[src/rtl/fwd_ctrl_pkg.sv]
// Shared types and constants for the EX/MEM forwarding and load-use stall controller.
package fwd_ctrl_pkg;

  localparam int REG_W = 5;
  localparam int SEL_W = 2;
  localparam int CNT_W = 16;

  localparam logic [SEL_W-1:0] SEL_RF  = 2'd0;
  localparam logic [SEL_W-1:0] SEL_MEM = 2'd1;
  localparam logic [SEL_W-1:0] SEL_WB  = 2'd2;

  localparam logic [CNT_W-1:0] CNT_MAX = {CNT_W{1'b1}};

  // The part of a pipeline entry that forwarding decisions look at.
  typedef struct packed {
    logic             valid;
    logic [REG_W-1:0] dst;
    logic             regwrite;
  } fwd_src_t;

  typedef struct packed {
    fwd_src_t src;
    logic     memread;
  } pipe_entry_t;

  localparam fwd_src_t    SRC_BUBBLE  = '0;
  localparam pipe_entry_t PIPE_BUBBLE = '0;

endpackage

[src/rtl/fwd_match.sv]
// Compares one ID source register against the EX and MEM producers and picks the operand select.
module fwd_match
  import fwd_ctrl_pkg::*;
(
  input  logic [REG_W-1:0] src_i,
  input  fwd_src_t         ex_i,
  input  fwd_src_t         mem_i,
  output logic [SEL_W-1:0] sel_o,
  output logic             ex_hit_o
);

  logic mem_hit;

  // Register 0 never matches because a producer with dst 0 is never a hit.
  always_comb begin
    ex_hit_o = ex_i.valid  & ex_i.regwrite  & (ex_i.dst  != '0) & (ex_i.dst  == src_i);
    mem_hit  = mem_i.valid & mem_i.regwrite & (mem_i.dst != '0) & (mem_i.dst == src_i);
    sel_o    = SEL_RF;
    if (ex_hit_o) begin
      sel_o = SEL_MEM;
    end else if (mem_hit) begin
      sel_o = SEL_WB;
    end
  end

endmodule

[src/rtl/fwd_ctrl.sv]
// Tracks EX/MEM producers, registers EX operand selects one cycle after ID,
// and raises a combinational load-use stall with a saturating stall counter.
module fwd_ctrl
  import fwd_ctrl_pkg::*;
(
  input  logic             clk,
  input  logic             rst_n,
  input  logic             id_valid,
  input  logic [REG_W-1:0] id_rs,
  input  logic [REG_W-1:0] id_rt,
  input  logic [REG_W-1:0] id_dst,
  input  logic             id_regwrite,
  input  logic             id_memread,
  input  logic             flush,
  output logic [SEL_W-1:0] sel_a,
  output logic [SEL_W-1:0] sel_b,
  output logic             stall,
  output logic [CNT_W-1:0] stall_cnt
);

  // MEM keeps no load flag: only a load sitting in EX can create a hazard.
  pipe_entry_t      ex_q,  ex_d;
  fwd_src_t         mem_q, mem_d;
  logic [SEL_W-1:0] sel_a_q, sel_a_d;
  logic [SEL_W-1:0] sel_b_q, sel_b_d;
  logic [CNT_W-1:0] stall_cnt_q, stall_cnt_d;

  logic [SEL_W-1:0] fwd_a, fwd_b;
  logic             ex_hit_a, ex_hit_b;
  logic             stall_c;
  logic             ex_bubble;

  fwd_match u_match_a (
    .src_i    (id_rs),
    .ex_i     (ex_q.src),
    .mem_i    (mem_q),
    .sel_o    (fwd_a),
    .ex_hit_o (ex_hit_a)
  );

  fwd_match u_match_b (
    .src_i    (id_rt),
    .ex_i     (ex_q.src),
    .mem_i    (mem_q),
    .sel_o    (fwd_b),
    .ex_hit_o (ex_hit_b)
  );

  always_comb begin
    stall_c     = id_valid & ~flush & ex_q.memread & (ex_hit_a | ex_hit_b);
    ex_bubble   = stall_c | flush | ~id_valid;

    mem_d       = ex_q.src;
    ex_d        = PIPE_BUBBLE;
    sel_a_d     = SEL_RF;
    sel_b_d     = SEL_RF;
    stall_cnt_d = stall_cnt_q;

    if (!ex_bubble) begin
      ex_d.src.valid    = 1'b1;
      ex_d.src.dst      = id_dst;
      ex_d.src.regwrite = id_regwrite;
      ex_d.memread      = id_memread;
      sel_a_d           = fwd_a;
      sel_b_d           = fwd_b;
    end

    if (stall_c && (stall_cnt_q != CNT_MAX)) begin
      stall_cnt_d = stall_cnt_q + 16'd1;
    end
  end

  always_ff @(posedge clk) begin
    if (!rst_n) begin
      ex_q        <= PIPE_BUBBLE;
      mem_q       <= SRC_BUBBLE;
      sel_a_q     <= SEL_RF;
      sel_b_q     <= SEL_RF;
      stall_cnt_q <= '0;
    end else begin
      ex_q        <= ex_d;
      mem_q       <= mem_d;
      sel_a_q     <= sel_a_d;
      sel_b_q     <= sel_b_d;
      stall_cnt_q <= stall_cnt_d;
    end
  end

  assign sel_a     = sel_a_q;
  assign sel_b     = sel_b_q;
  assign stall     = stall_c;
  assign stall_cnt = stall_cnt_q;

endmodule
[config.mk]
export PLATFORM = sky130hd
export DESIGN_NAME = fwd_ctrl
export DESIGN_NICKNAME = d
export VERILOG_FILES = /design/src/rtl/fwd_ctrl_pkg.sv /design/src/rtl/fwd_match.sv /design/src/rtl/fwd_ctrl.sv
export SDC_FILE = /design/constraint.sdc
export NUM_CORES = 1
export LEC_CHECK = 0
export CORE_MARGIN = 8
export CORE_UTILIZATION = 45
export CTS_CLUSTER_DIAMETER = 200
export CTS_CLUSTER_SIZE = 28
export DETAILED_ROUTE_END_ITERATION = 16
export DONT_BUFFER_PORTS = 1
export PLACE_DENSITY = 0.61
export SYNTH_ARGS = -nofsm -noshare
export SYNTH_HDL_FRONTEND = slang
export SYNTH_SLANG_ARGS = --single-unit
[constraint.sdc]
create_clock -name clk -period 2.9 [get_ports clk]
set_clock_uncertainty 0.2 [all_clocks]
set_input_delay 0.58 -clock clk [delete_from_list [all_inputs] [get_ports clk]]
set_output_delay 0.58 -clock clk [all_outputs]
set_load 0.01 [all_outputs]
After elaboration in Yosys (flattened, before gate mapping)
Cells that the tools add are included.

Flip-flop bits (word level): 35. Input bits: 21. Output and inout bits: 21. Word-level logic and storage cells: 46.

Add/sub/neg operators: 1. Equal/unequal tests: 5. Mux-type cells: 5. Bitwise logic cells: 17. Reductions and logical operators: 6.

Operator list (number): $eq A5 B5 Y1 (4); $add A16 B1 Y16 const B (1); $ne A16 B16 Y1 const B (1); $and A1 B1 Y1 (11); $reduce_bool A5 Y1 (2); $mux W8 (1); $reduce_or A3 Y1 (2); $mux W2 (2); $not A1 Y1 (3); $or A1 B1 Y1 (3); $mux W1 (2); $reduce_or A2 Y1 (1); $logic_and A1 B1 Y1 (1).

Depth between registers and ports, before layout
Gate-level depths: netlist of run 1.

Depth after elaboration: 8. Mapped depth: 8. Gate-level depth less buffers: 6.

Modules after synthesis
A second synthesis of run 1 with hierarchy kept.

Cells, all modules: 174. Area, all modules: 1650.3 um2.

By module, submodules not included: fwd_ctrl (times used 1, cells an instance 134, area each 1320.0 um2, sequential area each 700.7 um2); fwd_match (times used 2, cells an instance 20, area each 165.2 um2, sequential area each 0.0 um2).

Least setup slack after synthesis of run 1
OpenSTA, ideal clock, no wires.

Path type: reg-to-output. Start point: reg ex_q[3] in the netlist's numbering. End point: out stall. Arrival time: 1.567 ns. Required time: 2.120 ns. Slack: 0.553 ns. Cell stages (with the launch flop): 8. Path buffers: 2. Cell sequence: dfxtp_1 > or3_1 > o311a_4 > nand2_2 > o21bai_2 > buf_4 > buf_6 > inv_1.

Cells in the longest elaborated chain, start to end: 5. Elaborated cells between the ends (all ways): 8.

RTL lines: from (decl) (line fwd_ctrl.sv:22) `pipe_entry_t ex_q, ex_d;`; from (signal assigned) (line fwd_ctrl.sv:75) `ex_q <= PIPE_BUBBLE;`; from (signal assigned) (line fwd_ctrl.sv:81) `ex_q <= ex_d;`; $reduce_bool A5 Y1 (line fwd_match.sv:16) `ex_hit_o = ex_i.valid & ex_i.regwrite & (ex_i.dst != '0) & (ex_i.dst == src_i);`; $and A1 B1 Y1 (2 in series) (line fwd_match.sv:16); $or A1 B1 Y1 * (line fwd_ctrl.sv:50) `stall_c = id_valid & ~flush & ex_q.memread & (ex_hit_a | ex_hit_b);`; $and A1 B1 Y1 * (line fwd_ctrl.sv:50); to (decl) (line fwd_ctrl.sv:17) `output logic stall,`.

Mark *: on every way between the ends. The rest lies on a longest branch, timed or not.

Worst setup path in the final report of run 1
Ends and elaborated chain as after synthesis.

==> results of run 1 <==
==> cells in the mapped netlist, drive strengths merged, types with 4 or more instances <==
cell | instances | share of area, %
inv | 7 | 1.6
a21oi | 12 | 3.6
nand2 | 11 | 2.6
xnor2 | 10 | 5.2
dfxtp | 35 | 42
xor2 | 10 | 5.2
and3 | 10 | 3.7
nand3 | 12 | 3.6
nor3 | 4 | 2.2
nor2 | 8 | 1.8
buf | 4 | 2.1
clkbuf | 4 | 0.89
and2 | 9 | 3.4
o31ai | 10 | 4.5
or4 | 11 | 4.9
==> area by class of cell <==
cell class / count / share of cell area (%)
repair buffers: 3 / 1.25
clock buffers: 5 / 3.81
diodes: 1 / 0.138
multi-input cells: 133 / 49.9
well taps: 48 / 3.32
flip-flops and latches: 35 / 38.8
clock inverters: 3 / 1.38
inverters: 7 / 1.45
==> worst max-delay path by stage <==
stage                         from           end  slack [ns]
final                      ex_q[3]         stall        0.21
after detailed placement  id_rt[2]  stall_cnt[3]        0.22
after global routing       ex_q[3]         stall        0.09
after floorplan            ex_q[3]         stall        0.55
after CTS                  ex_q[3]         stall        0.19
after global placement    id_rt[2]  stall_cnt[4]        0.41
==> power by group through the flow <==
| stage | sequential [mW] | clock (mW) | combinational, mW |
|---|---|---|---|
| 5_1_grt | 0.491 | 0.379 | 0.0372 |
| 3_5_place_dp | 0.502 | 0 | 0.0339 |
| 4_1_cts | 0.490 | 0.362 | 0.0342 |
| 6_report | 0.491 | 0.350 | 0.0342 |
| 2_1_floorplan | 0.500 | 0 | 0.0310 |
| 3_3_place_gp | 0.502 | 0 | 0.0325 |
==> critical path, cell delays in order, from the launching register on <==
cell and delay [ns]:
dfxtp_1 0.35, or3_1 0.39, o311a_4 0.35, nand2_2 0.08, o21bai_2 0.28, inv_1 0.18
==> metal layers <==
layer | wire (um) | part of all wire, %
met1 | 1750 | 45
met2 | 1760 | 46
met3 | 316 | 8.2
met4 | 30 | 0.78
met5 | 0 | 0
==> kinds of logic (layout without fill, tap and decap cells) <==
kind of cell               count (synthesis)  after routing  share of synthesized area (%)
AOI/OAI and AO/OA                         34             34                           15.1
xor gates and xnor gates                  20             20                           10.4
adders and majority gates                  1              1                          0.745
buffers and inverters                     15             18                           4.55
DFF                                       35             35                           41.7
muxes                                      1              1                          0.596
other                                      0              1                              0
and+or+nand+nor                           77             77                           26.9
==> metrics by stage <==
step | setup WS [ns] | hold WS [ns] | instances | instance area, sq um | total power [mW]
after floorplan | 0.553 | 0.250 | 183 | 1680 | 0.531
after global placement | 0.408 | 0.260 | 226 | 1710 | 0.534
after detailed placement | 0.221 | 0.272 | 226 | 1710 | 0.536
after CTS | 0.190 | 0.218 | 234 | 1810 | 0.886
after global routing | 0.0868 | 0.214 | 235 | 1810 | 0.908
final | 0.209 | 0.231 | 235 | 1810 | 0.875
==> flip-flops by register name (all words and copies together), names as in the netlist <==
register,count
stall_cnt,16
ex_q,8
sel_b,2
mem_q,7
sel_a,2
==> flow_metrics.tcl, run 1 <==
set metrics [dict create \
    vdd_drop_max_v 0.000295 \
    grtUsageTotal_pct 12.7 \
    nets 207 \
    grt_first_pass_wirelength_um 6290 \
    regArea_sq_um 701 \
    fmax_mhz 372 \
    die_x_um 77.1 \
    cts_max_level 2 \
    met2_usage_pct 20.4 \
    final_antenna_net_count 0 \
    avgSynthCellArea_sq_um 9.18 \
    antenna_found_initial 1 \
    placementRows 22 \
    final_cell_mix "35 x dfxtp_1, 12 x nand3_1, 12 x a21oi_1, 11 x or4_1" \
    swShare_pct 23.0 \
    worstMarginPinSlew_ns 0.604 \
    seq_area_frac_synth_pct 41.7 \
    clk_pin_slew_ns 0.07 \
    synthCells 183 \
    reg2reg_slack_ns 0.36 \
    layout_min_cycle_time_ns 2.69 \
    drc 0 \
    syn_nets 205 \
    place_hpwl_um 3040 \
    critical_path_class "flip-flop to primary output" \
    slew_viol_final 0 \
    cts_setup_buffers 0 \
    drt_wl_total_um 3850 \
    synth_enable_flop_cells 0 \
    io_pins 42 \
    cts_hold_buf 0 \
    powerDensity_nw_per_um2 484 \
    worstPathRequired_ns 2.12 \
    leakagePower_nw 0.640 \
    grt_pass1_vias 1309 \
    portBuffers 0 \
    min_from "rst_n" \
    maxSlewHeadroom_pct 59.7 \
    drive_gt1_share_pct 9.14 \
    vias 1338 \
    dieArea_sq_um 5940 \
    grt_start_max_net_pins 17 \
    coreArea_sq_um 3630 \
    grtUsageMet1_pct 15.2 \
    ys_types 36 \
    cts_buffers 5 \
    post_synth_instance_area_sq_um 1680 \
    gr-usage-met3_pct 4.90 \
    cp-end-kind "primary output" \
    rr_startpoint "ex_q[4]" \
    hold_viol 0 \
    nFillCells 355 \
    cts_tree "built" \
    status "finished, final reports clean" \
    die_height_um 77.1 \
    final_common_cell "dfxtp_1" \
    rsz0062_at_grt "no" \
    period_share_pct 92.8 \
    holdPathStages 1 \
    maxCapViolCount 0 \
    ctsResizeCount 0 \
    reg2reg_depth 7 \
    async_reset_ff_share_pct 0 \
    p_clk_share_pct 40.0 \
    cp_max_fo 16 \
    avgViaCountPerCell 5.69 \
    dr.pass1.iters 5 \
    critPathLaunchType "flip-flop" \
    setup_viol 0 \
    tns_ns 0 \
    multi_input_area_sq_um 902 \
    timing.rr.end "stall_cnt[3]" \
    initial_core_util_pct 46.2 \
    arrival_ns 1.91 \
    p_seq_share_pct 56.1 \
    p_sw_mw 0.201 \
    synth_flop_cell "dfxtp_1" \
    gp_congestion 0.861 \
    cts_root_buffer "clkbuf_8" \
    clock-sinks 35 \
    routedWlPerCell_um 16.4 \
    syn2layout_area_growth_pct 7.67 \
    drt_iter0_drc 81 \
    min_to "mem_q[6]" \
    insertion_delay_ns 0.28 \
    internal_power_mw 0.674 \
    hold_path.class "primary input to flip-flop" \
    fin_util_pct 49.8 \
    grt-ovfl-total 0 \
    clockBufferDepth 2 \
    ys_warn_count 0 \
    pwr-share-comb_pct 3.9 \
    ys_ff_latch 35 \
    grt.busiest_layer "met2" \
]
No activity file was read; power rests on OpenSTA's default activity.
==> run 2, diff against run 1 <==
- PLACE_DENSITY: 0.61 -> 0.59
==> run 2 against run 1 <==
  * Maximum frequency down 0.92%
  * Global-route usage up 0.67 points
  * Register-to-register slack better by 0.03 ns
  * Routed wire length up 4.0%
  * Critical endpoint unchanged
  * Cell count down 0.43%
==> flow_metrics.tcl, run 2 (same netlist as run 1, synthesis figures left out) <==
set metrics [dict create \
    status "finished, final reports clean" \
    vdd_drop_max_v 0.000251 \
    initial_core_util_pct 46.2 \
    final_cell_mix "35 x dfxtp_1, 12 x nand3_1, 12 x a21oi_1, 11 x or4_1" \
    drc 0 \
    setup_viol 0 \
    cp_max_fo 16 \
    min_to "mem_q[0]" \
    largest_reg_flops 16 \
    insertion_delay_ns 0.29 \
    leakagePower_nw 0.640 \
    grt_start_max_net_pins 17 \
    worstMarginPinSlew_ns 0.628 \
    io_pins 42 \
    dr.pass1.iters 4 \
    worstPathRequired_ns 2.12 \
    die_x_um 77.1 \
    coreArea_sq_um 3630 \
    maxCapViolCount 0 \
    grt-ovfl-total 0 \
    clockBufferDepth 2 \
    vias 1400 \
    dieArea_sq_um 5940 \
    powerDensity_nw_per_um2 489 \
    fmax_mhz 368 \
    cts_buffers 5 \
    tns_ns 0 \
    cp-end-kind "primary output" \
    final_antenna_net_count 0 \
    grt_pass1_vias 1380 \
    placementRows 22 \
    timing.rr.end "stall_cnt[4]" \
    portBuffers 0 \
    period_share_pct 93.7 \
    cts_hold_buf 0 \
    gp_congestion 0.857 \
    syn2layout_area_growth_pct 7.53 \
    dpl_cell_area_sq_um 1710 \
    holdPathStages 1 \
    grtUsageTotal_pct 13.4 \
    layout_min_cycle_time_ns 2.72 \
    nets 207 \
    final_area_sq_um 1810 \
    cts_root_buffer "clkbuf_8" \
    min_from "rst_n" \
    routedWlPerCell_um 17.1 \
    die_height_um 77.1 \
    cts_max_level 2 \
    rr_startpoint "ex_q[6]" \
    reg2reg_depth 7 \
    clk_pin_slew_ns 0.08 \
    drt_iter0_drc 93 \
    hold_ws_ns 0.220 \
    drive_gt1_share_pct 9.14 \
    hold_path.class "primary input to flip-flop" \
    drt_wl_total_um 4010 \
    final_common_cell "dfxtp_1" \
    cts_setup_buffers 0 \
    ctsResizeCount 0 \
    clock-sinks 35 \
    antenna_found_initial 0 \
    critical_path_class "flip-flop to primary output" \
    maxSlewHeadroom_pct 58.1 \
    arrival_ns 1.94 \
    rsz0062_at_grt "no" \
    critPathLaunchType "flip-flop" \
    cts_tree "built" \
    place_hpwl_um 3070 \
    avgViaCountPerCell 5.98 \
    grt_first_pass_wirelength_um 6600 \
    slew_viol_final 0 \
    insertedDiodeCount 0 \
    hold_viol 0 \
    reg2reg_slack_ns 0.39 \
]
==> run 2: how the worst max path moves through the flow <==
stage	from	end	slack, ns	cells past startpoint
2_1_floorplan	ex_q[3]	stall	0.55	7
3_3_place_gp	id_rt[2]	stall_cnt[3]	0.40	7
3_5_place_dp	id_rt[2]	stall_cnt[4]	0.29	7
4_1_cts	ex_q[3]	stall	0.17	5
5_1_grt	ex_q[3]	stall	0.07	5
6_report	ex_q[3]	stall	0.18	5
==> run 2: where the power goes <==
part	switching, mW	internal [mW]	leakage [nW]	total (mW)
combinational	0.0166	0.0171	0.313	0.0338
clock	0.187	0.171	0.0443	0.359
sequential	0.00552	0.485	0.283	0.491
==> run 2: through the flow <==
stage	total power, mW	setup slack [ns]	utilization [%]	instances
finish	0.883	0.184	49.7	234
global route	0.917	0.0718	49.7	234
CTS	0.892	0.175	49.7	234
detailed placement	0.536	0.293	47.1	226
global placement	0.534	0.400	47.1	226
floorplan	0.531	0.553	-	183
==> run 2: final cells by class <==
type,instances,area (sq um)
sequential,35,701
fill,347,1830
timing repair buffer,3,22.5
inverter,7,26.3
multi-input combinational,133,902
clock buffer,5,68.8
clock inverter,3,25.0
tap,48,60.1
==> run 2: worst max-delay path, cell delays in order (launching register included) <==
cell	delay [ns]
dfxtp_1	0.36
or3_1	0.39
o311a_4	0.35
nand2_2	0.08
o21bai_2	0.29
inv_1	0.19
==> run 2: metal layers <==
layer	vias to the layer above	GRT usage [%]	share of wire [%]
met5	-	0	0
li1	672	-	-
met2	43	22.3	47
met4	0	3.40	0.70
met1	681	15.7	45
met3	4	5.24	6.7
